`src/rtl/fetch_pc_pkg.sv`:
```
// Shared definitions for the fetch stage and the instruction memory it addresses.
package fetch_pc_pkg;

    localparam int unsigned DEFAULT_ADDR_W = 10;

    typedef logic [DEFAULT_ADDR_W-1:0] addr_t;

    typedef enum logic [1:0] {
        IDLE,
        RUN,
        HALT
    } state_t;

endpackage

```
`src/rtl/jump_target_lut.sv`:
```
// Programmable jump-target table: reset-cleared registers, one write port, one async read port.
module jump_target_lut #(
    parameter int unsigned ADDR_W    = 10,
    parameter int unsigned LUT_DEPTH = 8,
    parameter int unsigned IDX_W     = $clog2(LUT_DEPTH)
) (
    input  logic              clk,
    input  logic              rst,
    input  logic              we,
    input  logic [IDX_W-1:0]  waddr,
    input  logic [ADDR_W-1:0] wdata,
    input  logic [IDX_W-1:0]  raddr,
    output logic [ADDR_W-1:0] rdata
);

    logic [ADDR_W-1:0] mem [LUT_DEPTH];

    always_ff @(posedge clk) begin
        if (!rst) begin
            mem <= '{default: '0};
        end else if (we) begin
            mem[waddr] <= wdata;
        end
    end

    // Read sees the pre-write contents, so a same-cycle jump uses the old target.
    assign rdata = mem[raddr];

endmodule

```
`src/rtl/fetch_pc.sv`:
```
// Program counter and next-fetch-address selection with IDLE/RUN/HALT control.
module fetch_pc
    import fetch_pc_pkg::*;
#(
    parameter int unsigned ADDR_W    = DEFAULT_ADDR_W,
    parameter int unsigned OFFSET_W  = 6,
    parameter int unsigned LUT_DEPTH = 8,
    localparam int unsigned IDX_W    = $clog2(LUT_DEPTH)
) (
    input  logic                clk,
    input  logic                rst,
    input  logic                start,
    input  logic                stall,
    input  logic                branch_en,
    input  logic [OFFSET_W-1:0] branch_off,
    input  logic                jump_en,
    input  logic [IDX_W-1:0]    jump_idx,
    input  logic                lut_we,
    input  logic [IDX_W-1:0]    lut_waddr,
    input  logic [ADDR_W-1:0]   lut_wdata,
    input  logic                halt_req,
    output logic [ADDR_W-1:0]   pc,
    output logic                pc_valid,
    output logic [ADDR_W-1:0]   instr_pc,
    output logic                instr_valid,
    output logic                halted,
    output logic                wrapped
);

    state_t            state, state_next;
    logic [ADDR_W-1:0] pc_next;
    logic [ADDR_W-1:0] jump_target;
    logic [ADDR_W-1:0] off_ext;
    logic              wrap_next;

    jump_target_lut #(
        .ADDR_W    (ADDR_W),
        .LUT_DEPTH (LUT_DEPTH),
        .IDX_W     (IDX_W)
    ) u_lut (
        .clk   (clk),
        .rst   (rst),
        .we    (lut_we),
        .waddr (lut_waddr),
        .wdata (lut_wdata),
        .raddr (jump_idx),
        .rdata (jump_target)
    );

    always_ff @(posedge clk) begin
        if (!rst) begin
            state <= IDLE;
        end else begin
            state <= state_next;
        end
    end

    always_comb begin
        state_next = state;
        unique case (state)
            IDLE:    if (start)    state_next = RUN;
            RUN:     if (halt_req) state_next = HALT;
            HALT:    state_next = HALT;
            default: state_next = IDLE;
        endcase
    end

    always_comb begin
        pc_valid = (state == RUN);
        halted   = (state == HALT);
    end

    assign off_ext = {{(ADDR_W-OFFSET_W){branch_off[OFFSET_W-1]}}, branch_off};

    // Only the plain increment flags a wrap; branches wrap silently.
    always_comb begin
        pc_next   = pc;
        wrap_next = 1'b0;
        if (state == RUN && !halt_req && !stall) begin
            if (jump_en) begin
                pc_next = jump_target;
            end else if (branch_en) begin
                pc_next = pc + off_ext;
            end else begin
                pc_next   = pc + ADDR_W'(1);
                wrap_next = (pc == '1);
            end
        end
    end

    always_ff @(posedge clk) begin
        if (!rst) begin
            pc          <= '0;
            instr_pc    <= '0;
            instr_valid <= 1'b0;
            wrapped     <= 1'b0;
        end else begin
            pc          <= pc_next;
            instr_pc    <= pc;
            instr_valid <= pc_valid;
            wrapped     <= wrap_next;
        end
    end

endmodule

```
`config.mk`:
```
export PLATFORM = sky130hd
export DESIGN_NAME = fetch_pc
export DESIGN_NICKNAME = d
export VERILOG_FILES = /design/src/rtl/fetch_pc_pkg.sv /design/src/rtl/jump_target_lut.sv /design/src/rtl/fetch_pc.sv
export SDC_FILE = /design/constraint.sdc
export NUM_CORES = 1
export LEC_CHECK = 0
export BUFFER_PORTS_ARGS = -buffer_cell sky130_fd_sc_hd__clkbuf_2
export CAP_MARGIN = 20
export CORE_UTILIZATION = 41
export DETAILED_ROUTE_END_ITERATION = 16
export HOLD_SLACK_MARGIN = 0.1
export PLACE_DENSITY = 0.62
export SYNTH_ARGS = -nofsm -noshare
export SYNTH_HDL_FRONTEND = slang
export SYNTH_SLANG_ARGS = --single-unit
```
`constraint.sdc`:
```
create_clock -name clk -period 6.36 [get_ports clk]
set_input_delay 0.318 -clock clk [delete_from_list [all_inputs] [get_ports clk]]
set_output_delay 0.318 -clock clk [all_outputs]
set_load 0.005 [all_outputs]
```
[After elaboration in Yosys (flattened, before gate mapping)]
Cells that the tools add are included.
Storage, ports and cells
  bits in registers: 104
  input port bits: 30
  word-level logic and storage cells: 46
Cells by class
  add/subtract/negate cells: 2
  magnitude comparators: 3
  eq/ne operators: 5
  mux-type cells: 11
  bitwise logic cells: 4
  reductions and logical operators: 8
Operators with widths (number)
  bitwise mux 80 bit: 1
  2-to-1 mux 10 bit: 5
  binary-select mux 10 bit (select 3 bit): 1
  demux 10 bit (select 3 bit): 1
  adder 10 x 1 -> 10 bit (second input constant): 1
  adder 10 bit: 1
  == test 10 bit (second input constant): 1
  >= comparator 4 bit (second input constant): 2
  NOT 3 -> 4 bit: 2
  case mux 2 bit (3 select lines): 1
  < comparator 4 x 1 -> 1 bit (second input constant): 1
  2-to-1 mux 2 bit: 2
  != test 2 bit (second input constant): 2
  OR reduction 4 bit: 1
  logical AND 1 bit: 3
  == test 2 x 1 -> 1 bit (second input constant): 1
  == test 2 bit (second input constant): 1
  logical NOT 1 bit: 2
  logical NOT 2 bit: 1
  NOT 1 bit: 2
  AND reduction 2 bit: 1

[Logic depth before layout (Yosys ltp)]
Gate-level depths: netlist of run 1.
  depth after elaboration: 6
  depth in mapped cells: 8
  mapped depth without buffers: 8

[By module]
From an unflattened synthesis of run 1, not the netlist that was laid out.
Unflattened totals
  cells, all modules: 557
  area, all modules: 5148.7 µm²
Modules (own cells, without submodules)
  jump_target_lut: instances 1, cells an instance 404, area each 3806.2 µm², sequential area each 1601.5 µm²
  fetch_pc: instances 1, cells an instance 153, area each 1342.5 µm², sequential area each 480.5 µm²

[Worst setup path after synthesis of run 1]
No wires, ideal clock.
  path type: input-to-reg
  start point: input port branch_en
  end point: register pc[6]
  setup time: 0.132 ns
  arrival: 2.173 ns
  data required time: 6.228 ns
  slack: 4.055 ns
  stages on the path: 8
  buffers on the path: 0
  cell sequence: or2b_1 > ha_1 > fa_1 > a211o_1 > a2111o_1 > o21ai_0 > a2bb2oi_1 > a21oi_1
Between the ends
  longest elaborated chain between the ends: 2
Ends and longest elaborated chain
  start, declared: line fetch_pc.sv:14  | input logic branch_en,
  2-to-1 mux 10 bit: line fetch_pc.sv:82  | end else if (branch_en) begin
  2-to-1 mux 10 bit: line fetch_pc.sv:80  | if (jump_en) begin
  end signal, assigned: line fetch_pc.sv:98  | pc <= pc_next;
  end, declared: line fetch_pc.sv:22  | output logic [ADDR_W-1:0] pc,
No other way between the ends.
A chain may end at the register's enable or synchronous reset.

[Worst setup path after layout of run 1]
Ends and elaborated chain as after synthesis.

==> results of run 1 <==
[metal layers]
layer  vias to the layer above  part of all wire, %  global-route usage, %
li1                       1987                    -                      -
met1                      1941                   43                   28.2
met2                       115                   49                   35.6
met3                        17                  6.6                   4.70
met4                         0                  1.6                   8.46
met5                         -                    0                      0
[logic make-up after synthesis]
logic type / Yosys count / share of synthesized area (%)
compound gates: 123 / 15.3
xor+xnor: 2 / 0.366
fa+ha+maj: 9 / 2.51
buf+inv: 43 / 3.71
flops: 104 / 43.4
mux: 31 / 11.7
simple gates: 249 / 23.0
[worst min-delay path, stage by stage]
cell,delay [ns]
clkbuf_2,0.15
nand2_1,0.08
a21oi_1,0.05
[registers in the layout, indices dropped and copies added, names as in the netlist]
name / count
wrapped: 1
pc: 10
instr_valid: 1
u_lut.mem: 80
instr_pc: 10
state: 2
[final timing paths]
| check | endpoint | cells after the start |
|---|---|---|
| worst max-delay path | pc[6] | 9 |
| worst min-delay path | u_lut.mem[7] | 3 |
| worst max register to register | pc[6] | 7 |
| worst min register to register | u_lut.mem[72] | 2 |
[through the flow]
| step | hold WS, ns | util [%] |
|---|---|---|
| after floorplan | 0.433 | - |
| after global placement | 0.439 | 44.5 |
| after detailed placement | 0.446 | 44.5 |
| after CTS | 0.276 | 47.4 |
| after global routing | 0.298 | 47.4 |
| final | 0.292 | 47.4 |
[Yosys cell counts, types with 2 or more instances]
library cell | instances | share of area, %
buf_2 | 3 | 0.31
mux2_2 | 2 | 0.47
nand2b_1 | 6 | 0.78
nand4_1 | 4 | 0.52
clkbuf_1 | 17 | 1.3
nand3_1 | 6 | 0.63
and2_1 | 10 | 1.3
nor3_2 | 2 | 0.42
a21o_1 | 2 | 0.31
nand3b_1 | 2 | 0.31
nor3_1 | 5 | 0.52
ha_1 | 8 | 2.1
a211oi_1 | 3 | 0.47
a21oi_1 | 88 | 9.2
dfxtp_1 | 104 | 43
nand2_1 | 176 | 14
nor2b_1 | 4 | 0.52
inv_1 | 5 | 0.39
mux2i_1 | 9 | 1.9
a31oi_1 | 2 | 0.26
nor2_1 | 17 | 1.3
o211ai_1 | 2 | 0.31
and2_2 | 4 | 0.63
buf_1 | 15 | 1.2
mux4_2 | 20 | 9.4
or3_1 | 2 | 0.26
o2bb2ai_1 | 2 | 0.37
o21a_1 | 3 | 0.47
o21ai_0 | 5 | 0.52
o21ai_1 | 4 | 0.42
[report_power, final]
| group | switching, mW | internal (mW) | total (mW) |
|---|---|---|---|
| combinational | 0.0802 | 0.0496 | 0.130 |
| sequential | 0.00982 | 0.667 | 0.677 |
| clock | 0.254 | 0.352 | 0.606 |
[area by class of cell]
class	count	area, sq um	share of cell area (%)
Clock buffer	10	229	4.23
Tap cell	143	179	3.31
Multi-Input combinational cell	414	2530	46.8
Sequential cell	104	2080	38.5
Clock inverter	6	97.6	1.80
Timing Repair Buffer	54	273	5.04
Inverter	5	18.8	0.347
==> impl_metrics.csv, run 1 <==
group,metric,value,unit
clock_network,insertion_delay,0.35,ns
power_and_ir_drop,powerDensity,261,mW/mm^2
floorplanning,die_y,110,microns
global_routing,grt_pass1_wl,19600,microns
global_routing,grt_use_total,21.8,%
final_layout,drive_gt1_share,17.9,%
clock_network,cts_setup_buffers,0,
timing,finalSetupViolations,0,
floorplanning,coreArea,0.0114,sq mm
clock_network,clk_pin_slew_worst_paths,0.07,ns
worst_setup_path,startpoint,"branch_en",
clock_network,ctsResizeCount,0,
floorplanning,rows,39,
routing,antenna_left,0,
worst_setup_path,critPathLaunchType,"input pin",
synth,synth-seq-cells,104,
worst_setup_path,crit_fanout,7,
global_routing,grt_max_degree,86,
synth,synth_cells,561,
clock_network,htree_levels,3,
worst_setup_path,worstPathArrival,2.45,ns
placed_design,hpwlAfterDp,7960,microns
worst_setup_path,r2r_slack,4.12,ns
timing,max-slew-margin-rel,25.7,%
routing,drc,0,
final_layout,layout.cells.non_filler,736,
placed_design,io_buffers,53,
routing,wire_per_inst,16.6,microns
final_layout,fillers,1113,
run_status,status,"finished, final reports clean",
clock_network,cts_buffers,9,
routing,drtIter0Drc,229,
synth,synth_nets,600,
worst_setup_path,crit_path_max_incr_delay,0.44,ns
worst_setup_path,crit_chain,"clkbuf_2 > or2b_1 > ha_1 > fa_1 > a211o_1 > a2111o_1 > o21ai_0 > a2bb2oi_1 > a21oi_1",
timing,setup_tns,0,ns
timing,setup_slack,4.11,ns
power_and_ir_drop,ir_drop,142,uV
synth,syn_area,0.00479,sq mm
floorplanning,die_area,0.0121,sq mm
routing,drtPass1Iterations,4,
clock_network,cts_tree,"built",
floorplanning,die_x,110,microns
timing,min_period_over_period,35.4,%
final_layout,final_cell_mix,"176 x nand2_1, 104 x dfxtp_1, 88 x a21oi_1, 53 x clkbuf_2, 20 x mux4_2",
worst_setup_path,crit_family,"compound AO/OA/AOI/OAI gates",
synth,synth_cell_type_count,59,
global_routing,grt_overflow,0,
worst_setup_path,path_class,"input pin to flip-flop",
timing,period_needed,2.25,ns
global_routing,antenna_found_initial,0,
worst_setup_path,path_buf_inv,1,
placed_design,gp_congestion,0.781,
routing,routed_wl,12300,microns
placed_design,place_ws,3.74,ns
timing,tightest_slew,1.11,ns
job,max_cap_violations,0,
final_layout,nets,627,
floorplanning,start_util,42.0,%
hold_path,hp-class,"input pin to flip-flop",
global_routing,first_global_vias,3844,
timing,finalMaxSlewViolations,0,
final_layout,syn_to_final_growth,12.9,%
final_layout,final_common_cell,"nand2_1",
worst_setup_path,rr_startpoint,"pc[0]",
worst_setup_path,required,6.56,ns
timing,fin_worst_skew,0.0105,ns
timing,rsz0062_at_grt,"false",
worst_setup_path,slowest_stage,"fa_1",
timing,clock.fmax,444,MHz
worst_setup_path,cp-end-kind,"flip-flop",
clock_network,clock_sinks,104,
floorplanning,pin_count,54,
clock_network,cts-hold-fix-buffers,0,
timing,final-hold-violation-count,0,
routing,via_per_inst,5.52,
synth,ys_seq_area_share,43.4,%
synth,async_flop_share,0,%
hold_path,hp-start,"lut_wdata[7]",
clock_network,cts-root-buf,"clkbuf_16",
power_and_ir_drop,power,1.41,mW
synth,synth_edf_count,0,
routing,vias,4060,
placed_design,dp_cells,720,
synth,synth_flop_cell,"dfxtp_1",
power_and_ir_drop,cellLeakagePower,1.99,nW
synth,ys_warn_count,0,
clock_network,cts.path.max_buffers,2,
final_layout,final_area,0.00541,sq mm
final_layout,n_antenna_cell,0,
synth,syn_area_per_cell,8.54,sq um
placed_design,dpl_cell_area,0.00508,sq mm
(Power assumes the default switching activity.)
==> inputs of run 2 (changes only) <==
==> constraint.sdc (replaced) <==
create_clock -name clk -period 2.15 [get_ports clk]
set_input_delay 0.1075 -clock clk [delete_from_list [all_inputs] [get_ports clk]]
set_output_delay 0.1075 -clock clk [all_outputs]
set_load 0.005 [all_outputs]
==> run 2 against run 1 <==
Against the previous run:
- worst hold slack worse by 0.18 ns
- final cell count is 3.9% higher
- register-to-register slack worse by 4.0 ns
- sequential share of layout area is 1.6 points lower
- clock skew is 0.0022 ns lower
- die area stayed put
- sequential cell count stayed put
- count of clock-buffer cells in the layout is 1 lower
- clock power grew to 2.6 times the previous value
==> impl_metrics.csv, run 2 (same netlist as run 1, synthesis figures left out) <==
group,metric,value,unit
run_status,status,"finished, final reports clean",
timing,fin_worst_skew,0.00830,ns
routing,via_per_inst,5.41,
power_and_ir_drop,cellLeakagePower,2.12,nW
placed_design,dpl_cell_area,0.00526,sq mm
worst_setup_path,critPathLaunchType,"flip-flop",
timing,whs,0.116,ns
placed_design,io_buffers,53,
routing,vias,4135,
clock_network,cts_setup_buffers,0,
worst_setup_path,slowest_stage,"a2111o_1",
worst_setup_path,crit_family,"compound AO/OA/AOI/OAI gates",
final_layout,final_common_cell,"nand2_1",
floorplanning,rows,39,
job,max_cap_violations,0,
routing,drtPass1Iterations,5,
timing,clock.fmax,489,MHz
timing,period_needed,2.05,ns
placed_design,hpwlAfterDp,8410,microns
global_routing,grt_overflow,0,
power_and_ir_drop,ir_drop,489,uV
floorplanning,die_x,110,microns
timing,finalMaxSlewViolations,0,
final_layout,final_area,0.00564,sq mm
placed_design,gp_congestion,0.785,
hold_path,hp-class,"input pin to flip-flop",
worst_setup_path,crit_fanout,3,
routing,drtIter0Drc,325,
floorplanning,die_area,0.0121,sq mm
routing,antenna_left,0,
clock_network,cts_buffers,9,
timing,finalSetupViolations,0,
clock_network,htree_levels,3,
final_layout,final_cell_mix,"176 x nand2_1, 104 x dfxtp_1, 87 x a21oi_1, 53 x clkbuf_2, 20 x mux4_2",
routing,drc,0,
floorplanning,pin_count,54,
hold_path,hp-start,"lut_wdata[2]",
final_layout,largest_register,"u_lut.mem",
timing,final-hold-violation-count,0,
final_layout,fillers,1129,
placed_design,place_ws,-0.0902,ns
floorplanning,die_y,110,microns
final_layout,nets,656,
global_routing,first_global_vias,3911,
global_routing,grt_use_total,22.5,%
clock_network,clk_pin_slew_worst_paths,0.07,ns
worst_setup_path,startpoint,"pc[0]",
worst_setup_path,cp-end-kind,"flip-flop",
worst_setup_path,crit_chain,"ha_1 > fa_2 > a211o_1 > a2111o_1 > o21ai_1 > a2bb2oi_1 > a21oi_1",
floorplanning,coreArea,0.0114,sq mm
worst_setup_path,crit_path_max_incr_delay,0.36,ns
clock_network,clock_sinks,104,
final_layout,syn_to_final_growth,17.7,%
power_and_ir_drop,power,4.01,mW
routing,routed_wl,12700,microns
worst_setup_path,required,2.36,ns
worst_setup_path,path_buf_inv,0,
global_routing,antenna_found_initial,0,
timing,setup_slack,0.104,ns
clock_network,insertion_delay,0.35,ns
global_routing,grt_max_degree,86,
clock_network,cts_tree,"built",
worst_setup_path,path_class,"flip-flop to flip-flop",
timing,max-slew-margin-rel,53.0,%
clock_network,cts-root-buf,"clkbuf_16",
worst_setup_path,worstPathArrival,2.26,ns
clock_network,cts.path.max_buffers,2,
final_layout,largest_reg_flops,80,
final_layout,drive_gt1_share,20.7,%
final_layout,utilization,49.4,%
final_layout,largestRegisters,"u_lut.mem: 80 flops, instr_pc: 10 flops, pc: 10 flops",
global_routing,grt_pass1_wl,20200,microns
power_and_ir_drop,powerDensity,711,mW/mm^2
timing,tightest_slew,0.702,ns
worst_setup_path,rr_startpoint,"pc[0]",
final_layout,n_antenna_cell,0,
timing,min_period_over_period,95.2,%
routing,wire_per_inst,16.5,microns
floorplanning,start_util,42.0,%
## run 2: cell type report
cell class	instances	area (sq um)	share of cell area, %
Multi-Input combinational cell	414	2540	45.0
Sequential cell	104	2080	36.9
Timing Repair Buffer	83	538	9.54
Clock buffer	9	225	3.99
Tap cell	143	179	3.17
Clock inverter	7	58.8	1.04
Inverter	5	18.8	0.333
## run 2: timing repair
| item | CTS | global route |
|---|---|---|
| hold endpoints to repair | 47 | 0 |
| hold buffers | 9 | 0 |
| endpoints found under the setup margin | 0 | 2 |
| resized for setup | 0 | 3 |
## run 2: per-layer routing
layer  global-route usage, %  routed length (microns)
met2                    38.8                     6180
met5                       0                        0
met4                    5.55                      157
met1                    29.1                     5520
met3                    4.06                      796
## run 2: final timing paths
| kind | cells past startpoint | slack (ns) | endpoint |
|---|---|---|---|
| max reg2reg | 7 | 0.10 | pc[6] |
| min reg2reg | 2 | 0.45 | u_lut.mem[59] |
| max | 7 | 0.10 | pc[6] |
| min | 3 | 0.12 | u_lut.mem[52] |
## run 2: report_power, final
part | internal (mW) | leakage (nW) | switching [mW]
Sequential | 1.97 | 0.841 | 0.0275
Clock | 0.809 | 0.139 | 0.771
Combinational | 0.178 | 1.14 | 0.250
## run 2: metrics by stage
stage          cells  setup TNS [ns]
3_3_place_gp     740         -0.0709
4_1_cts          765               0
5_1_grt          765       -0.000952
3_5_place_dp     740          -0.178
6_report         765               0
2_1_floorplan    561               0
## run 2: worst reg2reg max path, stage by stage (launching register included)
cell	delay [ns]
dfxtp_1	0.32
ha_1	0.23
fa_2	0.35
a211o_1	0.30
a2111o_1	0.36
o21ai_1	0.10
a2bb2oi_1	0.17
a21oi_1	0.08
